===== src/rtl/vga_sync_gen_if.sv =====
// Timing outputs of the VGA sync generator, grouped for the colour stage.
// The generator drives them through master; consumers read them through slave.
interface vga_sync_gen_if;
  logic       pixel_tick;
  logic [9:0] current_row;
  logic [9:0] current_line;
  logic       enable;
  logic       hsync;
  logic       vsync;
  logic       frame_start;

  modport master (
    output pixel_tick, current_row, current_line, enable, hsync, vsync, frame_start
  );
  modport slave (
    input pixel_tick, current_row, current_line, enable, hsync, vsync, frame_start
  );
endinterface


===== src/rtl/vga_sync_gen.sv =====
// VGA raster timing: pixel-rate divider, row/line counters and registered sync,
// visible-area and frame-start strobes that all line up with the position outputs.
module vga_sync_gen #(
  parameter int unsigned DIV      = 4,
  parameter int unsigned H_ACTIVE = 640,
  parameter int unsigned H_FP     = 16,
  parameter int unsigned H_SYNC   = 96,
  parameter int unsigned H_BP     = 48,
  parameter int unsigned V_ACTIVE = 480,
  parameter int unsigned V_FP     = 10,
  parameter int unsigned V_SYNC   = 2,
  parameter int unsigned V_BP     = 33
) (
  input  logic           clk_in,
  input  logic           rst_n,
  vga_sync_gen_if.master sync_o
);

  localparam logic [3:0] DivLast    = 4'(DIV - 1);
  localparam logic [9:0] HLast      = 10'(H_ACTIVE + H_FP + H_SYNC + H_BP - 1);
  localparam logic [9:0] VLast      = 10'(V_ACTIVE + V_FP + V_SYNC + V_BP - 1);
  localparam logic [9:0] HActive    = 10'(H_ACTIVE);
  localparam logic [9:0] VActive    = 10'(V_ACTIVE);
  localparam logic [9:0] HSyncStart = 10'(H_ACTIVE + H_FP);
  localparam logic [9:0] HSyncEnd   = 10'(H_ACTIVE + H_FP + H_SYNC);
  localparam logic [9:0] VSyncStart = 10'(V_ACTIVE + V_FP);
  localparam logic [9:0] VSyncEnd   = 10'(V_ACTIVE + V_FP + V_SYNC);

  logic [3:0] div_q, div_d;
  logic [9:0] row_q, row_d;
  logic [9:0] line_q, line_d;
  logic       tick_q, tick_d;
  logic       en_q, en_d;
  logic       hs_q, hs_d;
  logic       vs_q, vs_d;
  logic       fs_q, fs_d;
  logic       row_wrap;

  always_comb begin
    div_d    = (div_q == DivLast) ? 4'd0 : div_q + 4'd1;
    tick_d   = (div_d == DivLast);
    row_wrap = tick_q && (row_q == HLast);
    row_d    = row_q;
    line_d   = line_q;
    if (tick_q) begin
      row_d = row_wrap ? 10'd0 : row_q + 10'd1;
    end
    if (row_wrap) begin
      line_d = (line_q == VLast) ? 10'd0 : line_q + 10'd1;
    end
    fs_d = row_wrap && (line_q == VLast);
    // Decode from the next position so the registered strobes match the registered counters.
    en_d = (row_d < HActive) && (line_d < VActive);
    hs_d = !((row_d >= HSyncStart) && (row_d < HSyncEnd));
    vs_d = !((line_d >= VSyncStart) && (line_d < VSyncEnd));
  end

  always_ff @(posedge clk_in or negedge rst_n) begin
    if (!rst_n) begin
      div_q  <= 4'd0;
      row_q  <= 10'd0;
      line_q <= 10'd0;
      tick_q <= 1'b0;
      en_q   <= 1'b0;
      hs_q   <= 1'b1;
      vs_q   <= 1'b1;
      fs_q   <= 1'b0;
    end else begin
      div_q  <= div_d;
      row_q  <= row_d;
      line_q <= line_d;
      tick_q <= tick_d;
      en_q   <= en_d;
      hs_q   <= hs_d;
      vs_q   <= vs_d;
      fs_q   <= fs_d;
    end
  end

  assign sync_o.pixel_tick   = tick_q;
  assign sync_o.current_row  = row_q;
  assign sync_o.current_line = line_q;
  assign sync_o.enable       = en_q;
  assign sync_o.hsync        = hs_q;
  assign sync_o.vsync        = vs_q;
  assign sync_o.frame_start  = fs_q;

endmodule


===== src/flat_wrapper.sv =====
// flat-port wrapper written by rule: the top's interface ports become plain ports
module vga_sync_gen_flat 
#(
  parameter int unsigned DIV      = 4,
  parameter int unsigned H_ACTIVE = 640,
  parameter int unsigned H_FP     = 16,
  parameter int unsigned H_SYNC   = 96,
  parameter int unsigned H_BP     = 48,
  parameter int unsigned V_ACTIVE = 480,
  parameter int unsigned V_FP     = 10,
  parameter int unsigned V_SYNC   = 2,
  parameter int unsigned V_BP     = 33
)
  (clk_in, rst_n, sync_o_pixel_tick, sync_o_current_row, sync_o_current_line, sync_o_enable, sync_o_hsync, sync_o_vsync, sync_o_frame_start);
  vga_sync_gen_if sync_o_i ();
  input  logic clk_in;
  input  logic rst_n;
  output wire logic [$bits(sync_o_i.pixel_tick)-1:0] sync_o_pixel_tick;
  output wire logic [$bits(sync_o_i.current_row)-1:0] sync_o_current_row;
  output wire logic [$bits(sync_o_i.current_line)-1:0] sync_o_current_line;
  output wire logic [$bits(sync_o_i.enable)-1:0] sync_o_enable;
  output wire logic [$bits(sync_o_i.hsync)-1:0] sync_o_hsync;
  output wire logic [$bits(sync_o_i.vsync)-1:0] sync_o_vsync;
  output wire logic [$bits(sync_o_i.frame_start)-1:0] sync_o_frame_start;
  assign sync_o_pixel_tick = sync_o_i.pixel_tick;
  assign sync_o_current_row = sync_o_i.current_row;
  assign sync_o_current_line = sync_o_i.current_line;
  assign sync_o_enable = sync_o_i.enable;
  assign sync_o_hsync = sync_o_i.hsync;
  assign sync_o_vsync = sync_o_i.vsync;
  assign sync_o_frame_start = sync_o_i.frame_start;
  vga_sync_gen #(.DIV(DIV), .H_ACTIVE(H_ACTIVE), .H_FP(H_FP), .H_SYNC(H_SYNC), .H_BP(H_BP), .V_ACTIVE(V_ACTIVE), .V_FP(V_FP), .V_SYNC(V_SYNC), .V_BP(V_BP)) u_core (.clk_in(clk_in), .rst_n(rst_n), .sync_o(sync_o_i));
endmodule

===== config.mk =====
export PLATFORM = sky130hd
export DESIGN_NAME = vga_sync_gen_flat
export DESIGN_NICKNAME = d
export VERILOG_FILES = /design/src/rtl/vga_sync_gen_if.sv /design/src/rtl/vga_sync_gen.sv /design/src/flat_wrapper.sv
export SDC_FILE = /design/constraint.sdc
export NUM_CORES = 1
export LEC_CHECK = 0
export CAP_MARGIN = 15
export CORE_MARGIN = 2
export CORE_UTILIZATION = 48
export DETAILED_ROUTE_END_ITERATION = 7
export PLACE_DENSITY = 0.86
export SYNTH_ARGS = -nofsm -noshare
export SYNTH_HDL_FRONTEND = slang
export SYNTH_SLANG_ARGS = --single-unit

===== constraint.sdc =====
create_clock -name clk_in -period 2.2 [get_ports clk_in]
set_clock_uncertainty 0.1 [all_clocks]
set_input_delay 0.66 -clock clk_in [delete_from_list [all_inputs] [get_ports clk_in]]
set_output_delay 0.66 -clock clk_in [all_outputs]
set_load 0.03 [all_outputs]

==> impl_metrics.env <==
export IMPL_cts_made_buffers=5
export IMPL_crit_fanout=8
export IMPL_fin_ws_ps=-181.9
export IMPL_synth_cell_types=51
export IMPL_netlist_instances=179
export IMPL_clkLatencyLatePin_ps=330
export IMPL_synth_seq_cells=29
export IMPL_syn_nets=186
export IMPL_hold_slack_ps=384.5
export IMPL_hold_path_startpoint="u_core.div_q[0]"
export IMPL_num_nets_final=241
export IMPL_clock_fmax_ghz=0.4198
export IMPL_gp_congestion=0.8975
export IMPL_yosys_area_share_xor_xnor=0.04619
export IMPL_core_area_sq_um=3363
export IMPL_holdPathEnd="u_core.div_q[0]"
export IMPL_critPathKind="flip-flop to flip-flop"
export IMPL_htreeDepth=2
export IMPL_wl_mm=4.594
export IMPL_synth_area_sq_um=1707
export IMPL_drt_iter0_drc=173
export IMPL_postCtsHoldBufs=0
export IMPL_grt_util_all_layers=0.2315
export IMPL_cts_root_buf="clkbuf_4"
export IMPL_hpwlAfterDp_mm=2.955
export IMPL_antenna_cells=0
export IMPL_hold_viol_final=0
export IMPL_design_area_sq_um=2306
export IMPL_fin_crit_ps=2382
export IMPL_portBuffers=26
export IMPL_num_io_pins=27
export IMPL_synth_compound_area_frac=0.1540
export IMPL_place_area_sq_um=2138
export IMPL_rr_startpoint="u_core.sync_o.current_row[6]"
export IMPL_yosysTopAreaCellShare=0.3959
export IMPL_p_leak_nw=0.9780
export IMPL_dp_slack_ps=-146.7
export IMPL_yosysSeqAreaShare=0.4267
export IMPL_finalSetupViolCount=8
export IMPL_cts_tree="done"
export IMPL_antenna_left=0
export IMPL_num_vias=1667
export IMPL_crit_arrival_ps=2530
export IMPL_clock_path_buffers=2
export IMPL_area_growth_pct=35.12
export IMPL_tns_ps=-532.3
export IMPL_outcome="finished, violations left"
export IMPL_yosys_area_top_type="dfrtp_1"
export IMPL_timing_final_crit_share=1.083
export IMPL_wire_per_inst_um=16.35
export IMPL_clk_pin_slew_ps=90
export IMPL_yosysWarnings=0
export IMPL_stdcell_count=281
export IMPL_peakVddDrop_v=0.0002795
export IMPL_synth_top_family_by_area="simple AND/OR/NAND/NOR gates"
export IMPL_fillers=278
export IMPL_die_x_um=63.63
export IMPL_grt_overflow_total=0
export IMPL_crit_path_start_kind="flip-flop"
export IMPL_vias_per_cell=5.932
export IMPL_syn_avg_cell_area_sq_um=9.534
export IMPL_critPathRequiredTime_ps=2350
export IMPL_die_height_um=63.63
export IMPL_grt_pass1_vias=1549
export IMPL_reg2reg_depth=5
export IMPL_grt_max_degree=30
export IMPL_route_detailed_drc=0
export IMPL_antenna_found_initial=0
export IMPL_drive_above_1_share=0.2723
export IMPL_report_final_slew_viol_count=0
export IMPL_hold_class="flip-flop to flip-flop"
export IMPL_holdPathStages=1
export IMPL_slew_headroom=0.7181
export IMPL_violations="setup timing"
export IMPL_rows=21
export IMPL_rsz0062_at_grt="yes"
export IMPL_drt_pass1_iterations=5
export IMPL_reg2reg_to="u_core.sync_o.vsync"
export IMPL_r2r_setup_slack_ps=-180
export IMPL_dp_cells=266
export IMPL_maxCapViolCount=0
export IMPL_grt_pass1_wl_mm=7.293
export IMPL_power_density_nw_per_um2=369.3
export IMPL_synth_simple_area_share=0.2390
export IMPL_synth_adder_area_share=0.03666
export IMPL_initial_core_util=0.5074
export IMPL_worstSetupEndpointType="flip-flop"
export IMPL_yosys_mux_area_fraction=0.01906
export IMPL_yosys_top_cells_area="dfrtp_1 40%, o21ai_0 4.1%, nand2_1 4.0%"
export IMPL_tightest_slew_ps=419.0
export IMPL_die_area_sq_um=4048
export IMPL_cts_sinks=29
layout make-up:
type | count | area (sq um) | share of cell area
repair buffers | 58 | 486.7 | 0.2111
well taps | 46 | 57.56 | 0.02496
multi-input cells | 129 | 942.2 | 0.4086
inverters | 11 | 41.29 | 0.01791
clock buffers | 8 | 48.80 | 0.02116
flip-flops and latches | 29 | 729.5 | 0.3163
flip-flops by register name, summed over array words and instances (netlist names):
| register | flops |
|---|---|
| u_core.sync_o.frame_start | 1 |
| u_core.sync_o.enable | 1 |
| u_core.sync_o.vsync | 1 |
| u_core.div_q | 4 |
| u_core.sync_o.hsync | 1 |
| u_core.sync_o.pixel_tick | 1 |
| u_core.sync_o.current_row | 10 |
| u_core.sync_o.current_line | 10 |
synth_stat cells, drive strengths merged:
library cell and count:
o311ai 1, a2111oi 1, o211ai 1, or4 2, a22o 1, o2111ai 1
a2bb2oi 1, a31oi 1, bufbuf 1, o311a 1, nor2 14, dfrtp 27
a211oi 1, nor4 4, o31ai 1, a21oi 5, o21a 1, mux2i 1
a2111o 1, or4b 2, nand4b 4, buf 3, clkbuf 6, nand3 13
xor2 3, o21ai 14, a211o 1, a32o 1, a21o 2, dfstp 2
nand4bb 1, nand2 18, or3 3, o22ai 2, nor4b 2, and2 1
nor2b 2, ha 5, mux2 2, o221a 1, xnor2 6, nand4 4
inv 11, nor3 4
layout by cell type, fill, tap and decap left out, types with 2 or more instances in the layout:
| master | count |
|---|---|
| buf_4 | 29 |
| dfrtp_1 | 26 |
| dlygate4sd2_1 | 20 |
| nand2_1 | 16 |
| o21ai_0 | 12 |
| nor2_1 | 12 |
| inv_1 | 11 |
| nand3_1 | 11 |
| xnor2_1 | 6 |
| clkdlybuf4s50_1 | 6 |
| a21oi_1 | 5 |
| ha_1 | 5 |
| clkbuf_4 | 5 |
| nand4_1 | 4 |
| nand4b_1 | 4 |
| nor3_1 | 3 |
| xor2_1 | 3 |
| clkbuf_1 | 3 |
| buf_6 | 3 |
| nand3_2 | 2 |
| or4_4 | 2 |
| or3_1 | 2 |
| nor2b_1 | 2 |
| nand2_2 | 2 |
| mux2_2 | 2 |
| nor4_1 | 2 |
| o22ai_1 | 2 |
| dfstp_2 | 2 |
how the worst max path moves through the flow:
stage | from | end | slack, ps | depth (start not counted)
2_1_floorplan | u_core.sync_o.current_row[6] | u_core.sync_o.vsync | -280 | 7
4_1_cts | u_core.sync_o.current_row[5] | u_core.sync_o.vsync | -110 | 5
3_3_place_gp | u_core.sync_o.current_row[5] | u_core.sync_o.vsync | -50 | 5
6_report | u_core.sync_o.current_row[6] | u_core.sync_o.vsync | -180 | 5
5_1_grt | u_core.sync_o.current_row[6] | u_core.sync_o.vsync | -250 | 6
3_5_place_dp | u_core.sync_o.current_row[5] | u_core.sync_o.vsync | -150 | 5
power by group:
part	total, W	switching [W]	internal, W
Combinational	0.0000131	0.0000103	0.00000271
Sequential	0.000533	0	0.000533
Clock	0.000306	0.000179	0.000127
what timing repair did:
item,in CTS,in global routing
buffers inserted,2,5
gates resized for setup,25,15
endpoints found under the setup margin,22,8
gates cloned,0,0
pin swaps,1,7
stage by stage:
step                      utilization  total power (W)
after global placement         0.6358        0.0005567
after floorplan                     -        0.0005433
after detailed placement       0.6358        0.0005569
final                          0.6856        0.0008516
after CTS                      0.6570        0.0008586
after global routing           0.6856        0.0008891
per-layer routing:
metal | wire length [um] | vias up | track usage
met4 | 65 | 0 | 0.07337
met3 | 315 | 7 | 0.05893
met5 | 0 | - | 0
li1 | - | 760 | -
met2 | 2312 | 86 | 0.3763
met1 | 1901 | 814 | 0.3020
critical path, cell delays in order, from the launching register on:
cell	delay, ps
dfrtp_2	410
or4b_4	550
or4_4	580
a2111oi_4	320
a2bb2oi_2	220
nand4bb_1	120
kinds of logic (layout without fill, tap and decap cells):
logic type | after synthesis | in the layout
adder cells (fa/ha/maj) | 5 | 5
flip-flops | 29 | 29
AND/OR/NAND/NOR | 74 | 74
AO/OA/AOI/OAI | 38 | 38
XOR/XNOR | 9 | 9
multiplexers | 3 | 3
buffers and inverters | 21 | 77
No activity file was read; power rests on OpenSTA's default activity.
